### config.mk
export PLATFORM = sky130hd
export DESIGN_NAME = fir_dac_tx
export DESIGN_NICKNAME = d
export VERILOG_FILES = /design/src/rtl/fir_dac_pkg.sv /design/src/rtl/fir_out_quantizer.sv /design/src/rtl/fir_dac_tx.sv
export SDC_FILE = /design/constraint.sdc
export NUM_CORES = 1
export LEC_CHECK = 0
export ABC_CLOCK_PERIOD_IN_PS = 2800
export CAP_MARGIN = 10
export CORE_MARGIN = 5
export CORE_UTILIZATION = 53
export CTS_CLUSTER_SIZE = 14
export DETAILED_ROUTE_END_ITERATION = 6
export MAX_ROUTING_LAYER = met4
export PLACE_DENSITY_LB_ADDON = 0.12
export SYNTH_ARGS = -nofsm -noshare
export SYNTH_HDL_FRONTEND = slang
export SYNTH_SLANG_ARGS = --single-unit
### constraint.sdc
create_clock -name clk -period 2.8 [get_ports clk]
set_input_delay 0.56 -clock clk [delete_from_list [all_inputs] [get_ports clk]]
set_output_delay 0.56 -clock clk [all_outputs]
set_load 0.01 [all_outputs]
### src/rtl/fir_dac_pkg.sv
// Shared types and helpers for the FIR-to-DAC output path: FSM states,
// default DAC command, round/saturate reference and frame-length helper.
package fir_dac_pkg;

  typedef enum logic [1:0] {
    ST_IDLE,
    ST_SETUP,
    ST_SHIFT,
    ST_GAP
  } dac_state_t;

  localparam logic [7:0]  DEF_CMD_CODE = 8'h30;
  localparam int unsigned SAT_CALC_W   = 64;
  localparam int unsigned SAT_WORD_W   = 32;

  // Round-half-up arithmetic shift then saturate; returns {word, sat_flag}.
  // value must already be sign-extended to SAT_CALC_W, so the rounding add cannot wrap.
  function automatic logic [SAT_WORD_W:0] sat_round(
    input logic signed [SAT_CALC_W-1:0] value,
    input int unsigned                  shift,
    input int unsigned                  out_width
  );
    logic signed [SAT_CALC_W-1:0] t;
    logic signed [SAT_CALC_W-1:0] hi;
    logic signed [SAT_CALC_W-1:0] lo;
    logic [SAT_WORD_W-1:0]        w;
    logic [SAT_WORD_W-1:0]        mask;
    logic                         sat;
    t = value;
    if (shift != 0) begin
      t = (value + (64'sd1 <<< (shift - 1))) >>> shift;
    end
    hi  = (64'sd1 <<< (out_width - 1)) - 64'sd1;
    lo  = -(64'sd1 <<< (out_width - 1));
    sat = 1'b1;
    if (t > hi) begin
      w = hi[SAT_WORD_W-1:0];
    end else if (t < lo) begin
      w = lo[SAT_WORD_W-1:0];
    end else begin
      w   = t[SAT_WORD_W-1:0];
      sat = 1'b0;
    end
    mask = (out_width >= SAT_WORD_W) ? '1 : ((32'd1 << out_width) - 32'd1);
    return {w & mask, sat};
  endfunction

  // Total clk cycles from frame load to the end of the inter-frame gap.
  function automatic int unsigned frame_cycles(
    input int unsigned clk_div,
    input int unsigned frame_bits,
    input int unsigned gap_cycles
  );
    return clk_div * (1 + 2 * frame_bits) + gap_cycles;
  endfunction

endpackage

### src/rtl/fir_out_quantizer.sv
// Registered round / saturate / offset-binary stage between the FIR result
// and the DAC word, with a sticky saturation flag.
module fir_out_quantizer
  import fir_dac_pkg::*;
#(
  parameter int unsigned IN_WIDTH      = 39,
  parameter int unsigned OUT_WIDTH     = 16,
  parameter int unsigned GAIN_SHIFT    = 0,
  parameter bit          OFFSET_BINARY = 1'b0
) (
  input  logic                        clk,
  input  logic                        rst,
  input  logic                        in_valid,
  input  logic signed [IN_WIDTH-1:0]  in_data,
  input  logic                        clr_flags,
  output logic                        q_valid,
  output logic        [OUT_WIDTH-1:0] q_word,
  output logic                        sat_sticky
);

  logic signed [SAT_CALC_W-1:0] ext_c;
  logic        [SAT_WORD_W:0]   res_c;
  logic        [OUT_WIDTH-1:0]  word_c;
  logic                         sat_c;
  logic                         unused_res_c;

  always_comb begin
    ext_c        = {{(SAT_CALC_W - IN_WIDTH){in_data[IN_WIDTH-1]}}, in_data};
    res_c        = sat_round(ext_c, GAIN_SHIFT, OUT_WIDTH);
    word_c       = res_c[OUT_WIDTH:1];
    sat_c        = res_c[0];
    unused_res_c = ^res_c;
    if (OFFSET_BINARY) begin
      word_c[OUT_WIDTH-1] = ~word_c[OUT_WIDTH-1];
    end
  end

  // A saturating sample sets the flag even if clr_flags arrives in the same cycle.
  always_ff @(posedge clk) begin
    if (rst) begin
      q_valid    <= 1'b0;
      q_word     <= '0;
      sat_sticky <= 1'b0;
    end else begin
      q_valid <= in_valid;
      if (in_valid) begin
        q_word <= word_c;
      end
      if (in_valid && sat_c) begin
        sat_sticky <= 1'b1;
      end else if (clr_flags) begin
        sat_sticky <= 1'b0;
      end
    end
  end

endmodule

### src/rtl/fir_dac_tx.sv
// FIR output to SPI mode-0 DAC transmitter: quantiser, one-entry holding
// register, and frame FSM/serializer ({CMD_CODE, word}, MSB first).
module fir_dac_tx
  import fir_dac_pkg::*;
#(
  parameter int unsigned           IN_WIDTH      = 39,
  parameter int unsigned           OUT_WIDTH     = 16,
  parameter int unsigned           GAIN_SHIFT    = 0,
  parameter int unsigned           CMD_WIDTH     = 8,
  parameter logic [CMD_WIDTH-1:0]  CMD_CODE      = CMD_WIDTH'(DEF_CMD_CODE),
  parameter bit                    OFFSET_BINARY = 1'b0,
  parameter int unsigned           CLK_DIV       = 2,
  parameter int unsigned           GAP_CYCLES    = 2
) (
  input  logic                       clk,
  input  logic                       rst,
  input  logic                       in_valid,
  input  logic signed [IN_WIDTH-1:0] in_data,
  output logic                       in_ready,
  input  logic                       clr_flags,
  output logic                       dac_cs_n,
  output logic                       dac_sclk,
  output logic                       dac_sdata,
  output logic                       busy,
  output logic                       frame_done,
  output logic                       overrun,
  output logic                       sat_sticky
);

  localparam int unsigned FRAME_BITS = CMD_WIDTH + OUT_WIDTH;
  localparam int unsigned DIV_W      = (CLK_DIV > 1) ? $clog2(CLK_DIV) : 1;
  localparam int unsigned BIT_W      = $clog2(FRAME_BITS);
  localparam int unsigned GAP_W      = (GAP_CYCLES > 1) ? $clog2(GAP_CYCLES) : 1;

  localparam logic [DIV_W-1:0] DIV_RELOAD = DIV_W'(CLK_DIV - 1);
  localparam logic [BIT_W-1:0] BIT_RELOAD = BIT_W'(FRAME_BITS - 1);
  localparam logic [GAP_W-1:0] GAP_RELOAD = GAP_W'(GAP_CYCLES - 1);

  logic                  q_valid;
  logic [OUT_WIDTH-1:0]  q_word;

  fir_out_quantizer #(
    .IN_WIDTH      (IN_WIDTH),
    .OUT_WIDTH     (OUT_WIDTH),
    .GAIN_SHIFT    (GAIN_SHIFT),
    .OFFSET_BINARY (OFFSET_BINARY)
  ) u_quant (
    .clk        (clk),
    .rst        (rst),
    .in_valid   (in_valid),
    .in_data    (in_data),
    .clr_flags  (clr_flags),
    .q_valid    (q_valid),
    .q_word     (q_word),
    .sat_sticky (sat_sticky)
  );

  dac_state_t            state, state_nxt;
  logic [DIV_W-1:0]      div_cnt, div_nxt;
  logic [BIT_W-1:0]      bit_cnt, bit_nxt;
  logic [GAP_W-1:0]      gap_cnt, gap_nxt;
  logic [FRAME_BITS-1:0] shreg, shreg_nxt;
  logic                  cs_n_nxt, sclk_nxt, sdata_nxt, busy_nxt, done_nxt;

  logic                  hold_full, hold_full_nxt;
  logic [OUT_WIDTH-1:0]  hold_word;
  logic                  load_c;
  logic [FRAME_BITS-1:0] frame_c;

  assign load_c  = (state == ST_IDLE) && hold_full;
  assign frame_c = {CMD_CODE, hold_word};

  // A load in the same cycle as a write takes the old word; the new one stays pending.
  always_comb begin
    hold_full_nxt = q_valid | (hold_full & ~load_c);
  end

  always_ff @(posedge clk) begin
    if (rst) begin
      hold_full <= 1'b0;
      hold_word <= '0;
      in_ready  <= 1'b1;
      overrun   <= 1'b0;
    end else begin
      hold_full <= hold_full_nxt;
      if (q_valid) begin
        hold_word <= q_word;
      end
      in_ready <= ~hold_full_nxt;
      overrun  <= q_valid & hold_full & ~load_c;
    end
  end

  // Next-state and next-output logic; every output below is registered.
  always_comb begin
    state_nxt = state;
    div_nxt   = div_cnt;
    bit_nxt   = bit_cnt;
    gap_nxt   = gap_cnt;
    shreg_nxt = shreg;
    cs_n_nxt  = dac_cs_n;
    sclk_nxt  = dac_sclk;
    sdata_nxt = dac_sdata;
    unique case (state)
      ST_IDLE: begin
        if (hold_full) begin
          shreg_nxt = frame_c;
          sdata_nxt = frame_c[FRAME_BITS-1];
          cs_n_nxt  = 1'b0;
          sclk_nxt  = 1'b0;
          div_nxt   = DIV_RELOAD;
          bit_nxt   = BIT_RELOAD;
          state_nxt = ST_SETUP;
        end
      end
      ST_SETUP: begin
        if (div_cnt == '0) begin
          div_nxt   = DIV_RELOAD;
          bit_nxt   = BIT_RELOAD;
          state_nxt = ST_SHIFT;
        end else begin
          div_nxt = div_cnt - DIV_W'(1);
        end
      end
      ST_SHIFT: begin
        if (div_cnt == '0) begin
          div_nxt = DIV_RELOAD;
          if (!dac_sclk) begin
            sclk_nxt = 1'b1;
          end else if (bit_cnt == '0) begin
            // Last bit's high phase is over: release the bus in one step.
            sclk_nxt  = 1'b0;
            cs_n_nxt  = 1'b1;
            sdata_nxt = 1'b0;
            gap_nxt   = GAP_RELOAD;
            state_nxt = ST_GAP;
          end else begin
            sclk_nxt  = 1'b0;
            shreg_nxt = shreg << 1;
            sdata_nxt = shreg[FRAME_BITS-2];
            bit_nxt   = bit_cnt - BIT_W'(1);
          end
        end else begin
          div_nxt = div_cnt - DIV_W'(1);
        end
      end
      ST_GAP: begin
        if (gap_cnt == '0) begin
          state_nxt = ST_IDLE;
        end else begin
          gap_nxt = gap_cnt - GAP_W'(1);
        end
      end
      default: begin
        state_nxt = ST_IDLE;
        cs_n_nxt  = 1'b1;
        sclk_nxt  = 1'b0;
        sdata_nxt = 1'b0;
      end
    endcase
    busy_nxt = (state_nxt != ST_IDLE);
    done_nxt = (state_nxt == ST_GAP) && (gap_nxt == '0);
  end

  always_ff @(posedge clk) begin
    if (rst) begin
      state      <= ST_IDLE;
      div_cnt    <= '0;
      bit_cnt    <= '0;
      gap_cnt    <= '0;
      shreg      <= '0;
      dac_cs_n   <= 1'b1;
      dac_sclk   <= 1'b0;
      dac_sdata  <= 1'b0;
      busy       <= 1'b0;
      frame_done <= 1'b0;
    end else begin
      state      <= state_nxt;
      div_cnt    <= div_nxt;
      bit_cnt    <= bit_nxt;
      gap_cnt    <= gap_nxt;
      shreg      <= shreg_nxt;
      dac_cs_n   <= cs_n_nxt;
      dac_sclk   <= sclk_nxt;
      dac_sdata  <= sdata_nxt;
      busy       <= busy_nxt;
      frame_done <= done_nxt;
    end
  end

endmodule

==> impl_summary.txt <==
----------------------------------------------------
[Logic synthesis]
  Cells after synthesis ... ~350
  Distinct cell type count after synthesis ... 44
  Share of flip-flops with an asynchronous set or reset ... 0
  Net count of the mapped netlist ... 395
  Synth Cell Area ... between 0.003 and 0.004 mm²
  Cell type with the largest total area after synthesis ... sky130_fd_sc_hd__dfxtp_1
  Synth top cells by count ... sky130_fd_sc_hd__dfxtp_1 (74), sky130_fd_sc_hd__nor2_1 (68), sky130_fd_sc_hd__mux2i_1 (33)
  Proportion of synthesized chip area in sequential cells ... 0.4654
  Number of synthesized flops with an enable pin ... 0
  Average footprint of a synthesized cell ... about 9.2 µm²
  Post-synthesis register bit count ... 74
  Yosys warning count ... 0
  Most frequently used cell type in the post-synthesis netlist ... sky130_fd_sc_hd__dfxtp_1
  Fraction of synthesized cell area taken by the top area cell type ... 0.4654
  Most used flip-flop cell after synthesis ... sky130_fd_sc_hd__dfxtp_1
  Synth area leaders ... sky130_fd_sc_hd__dfxtp_1 (47%), sky130_fd_sc_hd__mux2i_1 (10%), sky130_fd_sc_hd__nor2_1 (8.0%)

[Global route]
  Global routing usage on met3 ... 0.03595
  GR Layer Usage met1 ... 0.2399
  Total congestion overflow ... 0
  First-pass GRT wire length ... 10.78 mm
  Vias in the first global route ... 2,445
  Gr busiest metal ... met2
  Initial antenna violation count ... 0
  Maximum number of pins on one net before global-route repair ... 42
  Met2 global-route usage ... 0.2705
  All-layer global routing usage ... 0.1791

[Setup path]
  WP data arrival ... 2.66 ns
  Series of cell instances along the critical path ... inv_1 -> ha_1 -> mux2i_1 -> a21oi_2 -> and3_1 -> buf_4 -> nor2_1 -> a211oi_1
  Worst reg2reg path depth ... 8
  Critical path class ... reg -> reg
  Critical register-to-register path endpoint ... shreg[1]
  Required time at the worst-slack endpoint ... about 3 ns
  Setup crit end kind ... flip-flop
  Sort of element at the start of the critical path ... flip-flop
  Critical R2R Launch ... state[0]
  Buffers and inverters on the worst path ... 2
  FF-to-FF setup slack ... 0.38 ns
  Crit-path leading delay family ... compound AO/OA/AOI/OAI gates
  Slowest Stage Delay on Critical Path ... roughly 0.54 ns
  Critical-path cell with the highest stage delay ... sky130_fd_sc_hd__ha_1
  Crit Path Max Fanout ... 32

[Power and ir drop]
  Sequential fraction of design power ... 0.509
  Pwr Total ... 0.002256 W
  Proportion of power drawn by combinational gates ... 0.114
  Clock group share of total power ... 0.377
  Switching part of the total power ... 0.2512
  Internal power consumption ... roughly 0.0017 W
  P per Cell Area ... 574.4 mW/mm²
  Worst IR Drop VDD ... between 0.3 and 0.4 mV
  Cell leakage power ... around 1.4 nW
  Switching power ... about 0.00057 W

[Floorplan]
  Floorplan Core Area ... slightly below 0.006 mm²
  Num rows ... 28
  Die width ... roughly 90 µm
  Initial core utilization ... 0.5408
  DIE AREA ... ~0.0077 mm²
  Ports ... 51
  Die span in y ... approximately 87 µm

[Clock tree]
  Clk_lat worst skew ... roughly 0.34 ns
  Max Buffers Root-to-Sink ... 2
  Hold bufs inserted after CTS ... 0
  Resized Gates After CTS ... 0
  H-tree lvl count ... 3
  CTS Buf Count ... 9
  # clock sinks ... between 70 and 80
  TritonCTS clock tree ... yes
  Register clock-pin slew on the reported worst setup and hold paths ... approximately 0.07 ns
  Clock Root Buffer ... sky130_fd_sc_hd__clkbuf_8
  Number of buffers added for setup after CTS ... 0

[Route]
  DRT Pass-1 Iters ... 4
  Mean routed wirelength per cell ... around 13 µm
  Antenna Nets Post-Route ... 0
  Average vias per placed instance ... roughly 5.4
  Total detailed-routing wirelength ... roughly 6.3 mm
  Count of unresolved DRC violations after routing ... 0
  First-iteration detailed-routing DRC count ... around 100
  Detailed-route via count ... 2,558

[Finish]
  Share of layout cells above drive strength 1 ... 0.09596
  Non-Filler Cell Area, Final ... around 0.0039 mm²
  Post-layout nets ... 440
  N_diodes ... 0
  Area growth from synthesis to final layout ... 23.39%

[Timing]
  Upper clock frequency limit ... just over 0.4 GHz
  Worst clock skew ... about 0.013 ns
  Final hold viol count ... 0
  Unrepaired setup endpoints after global routing ... no
  Post-layout min period ... ~2.4 ns
  Relative slew slack ... 0.3802
  Post-layout worst setup margin ... roughly 0.38 ns
  Ratio of final minimum period to clock period ... 0.8651
  Hold WS ... approximately 0.46 ns
  Count of pins over their slew limit ... 0
  Final setup vio count ... 0
  Worst-margin pin slew ... just over 0.9 ns
  Setup TNS ... 0 ns

[Placement]
  Placed wire-length estimate ... approximately 4.5 mm
  Number of port buffers ... 50
  Global placement routability congestion ... roughly 0.81
  Cell area after placement ... approximately 0.0037 mm²
  Setup slack after placement ... roughly 0.20 ns

[Worst hold path]
  Class of the tightest hold or removal check ... reg -> reg
  Hold worst-path end ... dac_sdata
  Worst Min Path Start ... dac_sdata
  Number of cells on the worst hold path ... 2

[Job]
  Number of maximum-capacitance constraint violations ... 0

[Run status]
  Outcome ... finished, final reports clean

----------------------------------------------------
-- kinds of logic after synthesis --
| family | Yosys count | synth area share |
|---|---|---|
| multiplexers | 34 | 0.1073 |
| flip-flops | 74 | 0.4654 |
| buffers and inverters | 32 | 0.04363 |
| adder cells (fa/ha/maj) | 6 | 0.02358 |
| AO/OA/AOI/OAI | 69 | 0.1706 |
| AND/OR/NAND/NOR | 131 | 0.1895 |
-- power by group through the flow --
stage	sequential, W	clock, W	combinational (W)
6_report	0.00115	0.000851	0.000258
5_1_grt	0.00116	0.000921	0.000286
4_1_cts	0.00115	0.000872	0.000260
3_5_place_dp	0.00117	0	0.000258
3_3_place_gp	0.00117	0	0.000250
2_1_floorplan	0.00116	0	0.000165
-- cell usage in the layout (no fill, tap or decap), types with 4 or more instances in the layout --
cell type,n
sky130_fd_sc_hd__nand4_1,7
sky130_fd_sc_hd__clkdlybuf4s50_1,49
sky130_fd_sc_hd__and3_1,5
sky130_fd_sc_hd__buf_4,6
sky130_fd_sc_hd__a211oi_2,10
sky130_fd_sc_hd__clkbuf_8,10
sky130_fd_sc_hd__inv_1,10
sky130_fd_sc_hd__nand2_1,22
sky130_fd_sc_hd__nor4_1,6
sky130_fd_sc_hd__o21ai_0,8
sky130_fd_sc_hd__nor2_1,68
sky130_fd_sc_hd__a21oi_1,9
sky130_fd_sc_hd__mux2i_1,33
sky130_fd_sc_hd__ha_1,6
sky130_fd_sc_hd__nor3_1,4
sky130_fd_sc_hd__dfxtp_1,74
sky130_fd_sc_hd__a211oi_1,20
sky130_fd_sc_hd__a22oi_1,5
-- through the flow --
step                      instances  utilization
final                           471       0.6673
after global routing            471       0.6673
after CTS                       471       0.6673
after detailed placement        455       0.6314
after global placement          455       0.6314
after floorplan                 346            -
-- worst max-delay path by stage --
stage	start	endpoint	cells past startpoint
2_1_floorplan	in_data[15]	u_quant.q_word[10]	6
3_3_place_gp	in_data[15]	u_quant.q_word[8]	7
3_5_place_dp	in_data[36]	u_quant.q_word[1]	7
4_1_cts	state[0]	shreg[4]	8
5_1_grt	state[1]	shreg[3]	7
6_report	state[0]	shreg[1]	8
-- cell type report --
type | count | area (µm²)
clock buffer | 10 | 137.6
clock inverter | 6 | 73.82
fill | 518 | 1958
inverter | 10 | 37.54
multi-input combinational | 240 | 1563
sequential | 74 | 1481
tap | 75 | 93.84
timing repair buffer | 56 | 540.5
-- tightest hold or removal path, stage by stage, from the launching register on --
cell and delay, ns:
sky130_fd_sc_hd__dfxtp_1 0.31, sky130_fd_sc_hd__nand2_1 0.05, sky130_fd_sc_hd__a21oi_1 0.05
-- metal layers --
layer  up-vias  share of wire
met4         0          0.014
li1       1330              -
met1      1153           0.50
met3        10          0.052
met2        65           0.43
met5         -              0
-- registers in the layout, indices dropped and copies added, names as in the netlist, 2 cells and up --
register,count
bit_cnt,5
u_quant.q_word,16
shreg,23
hold_word,16
state,2
(Power assumes the default switching activity.)
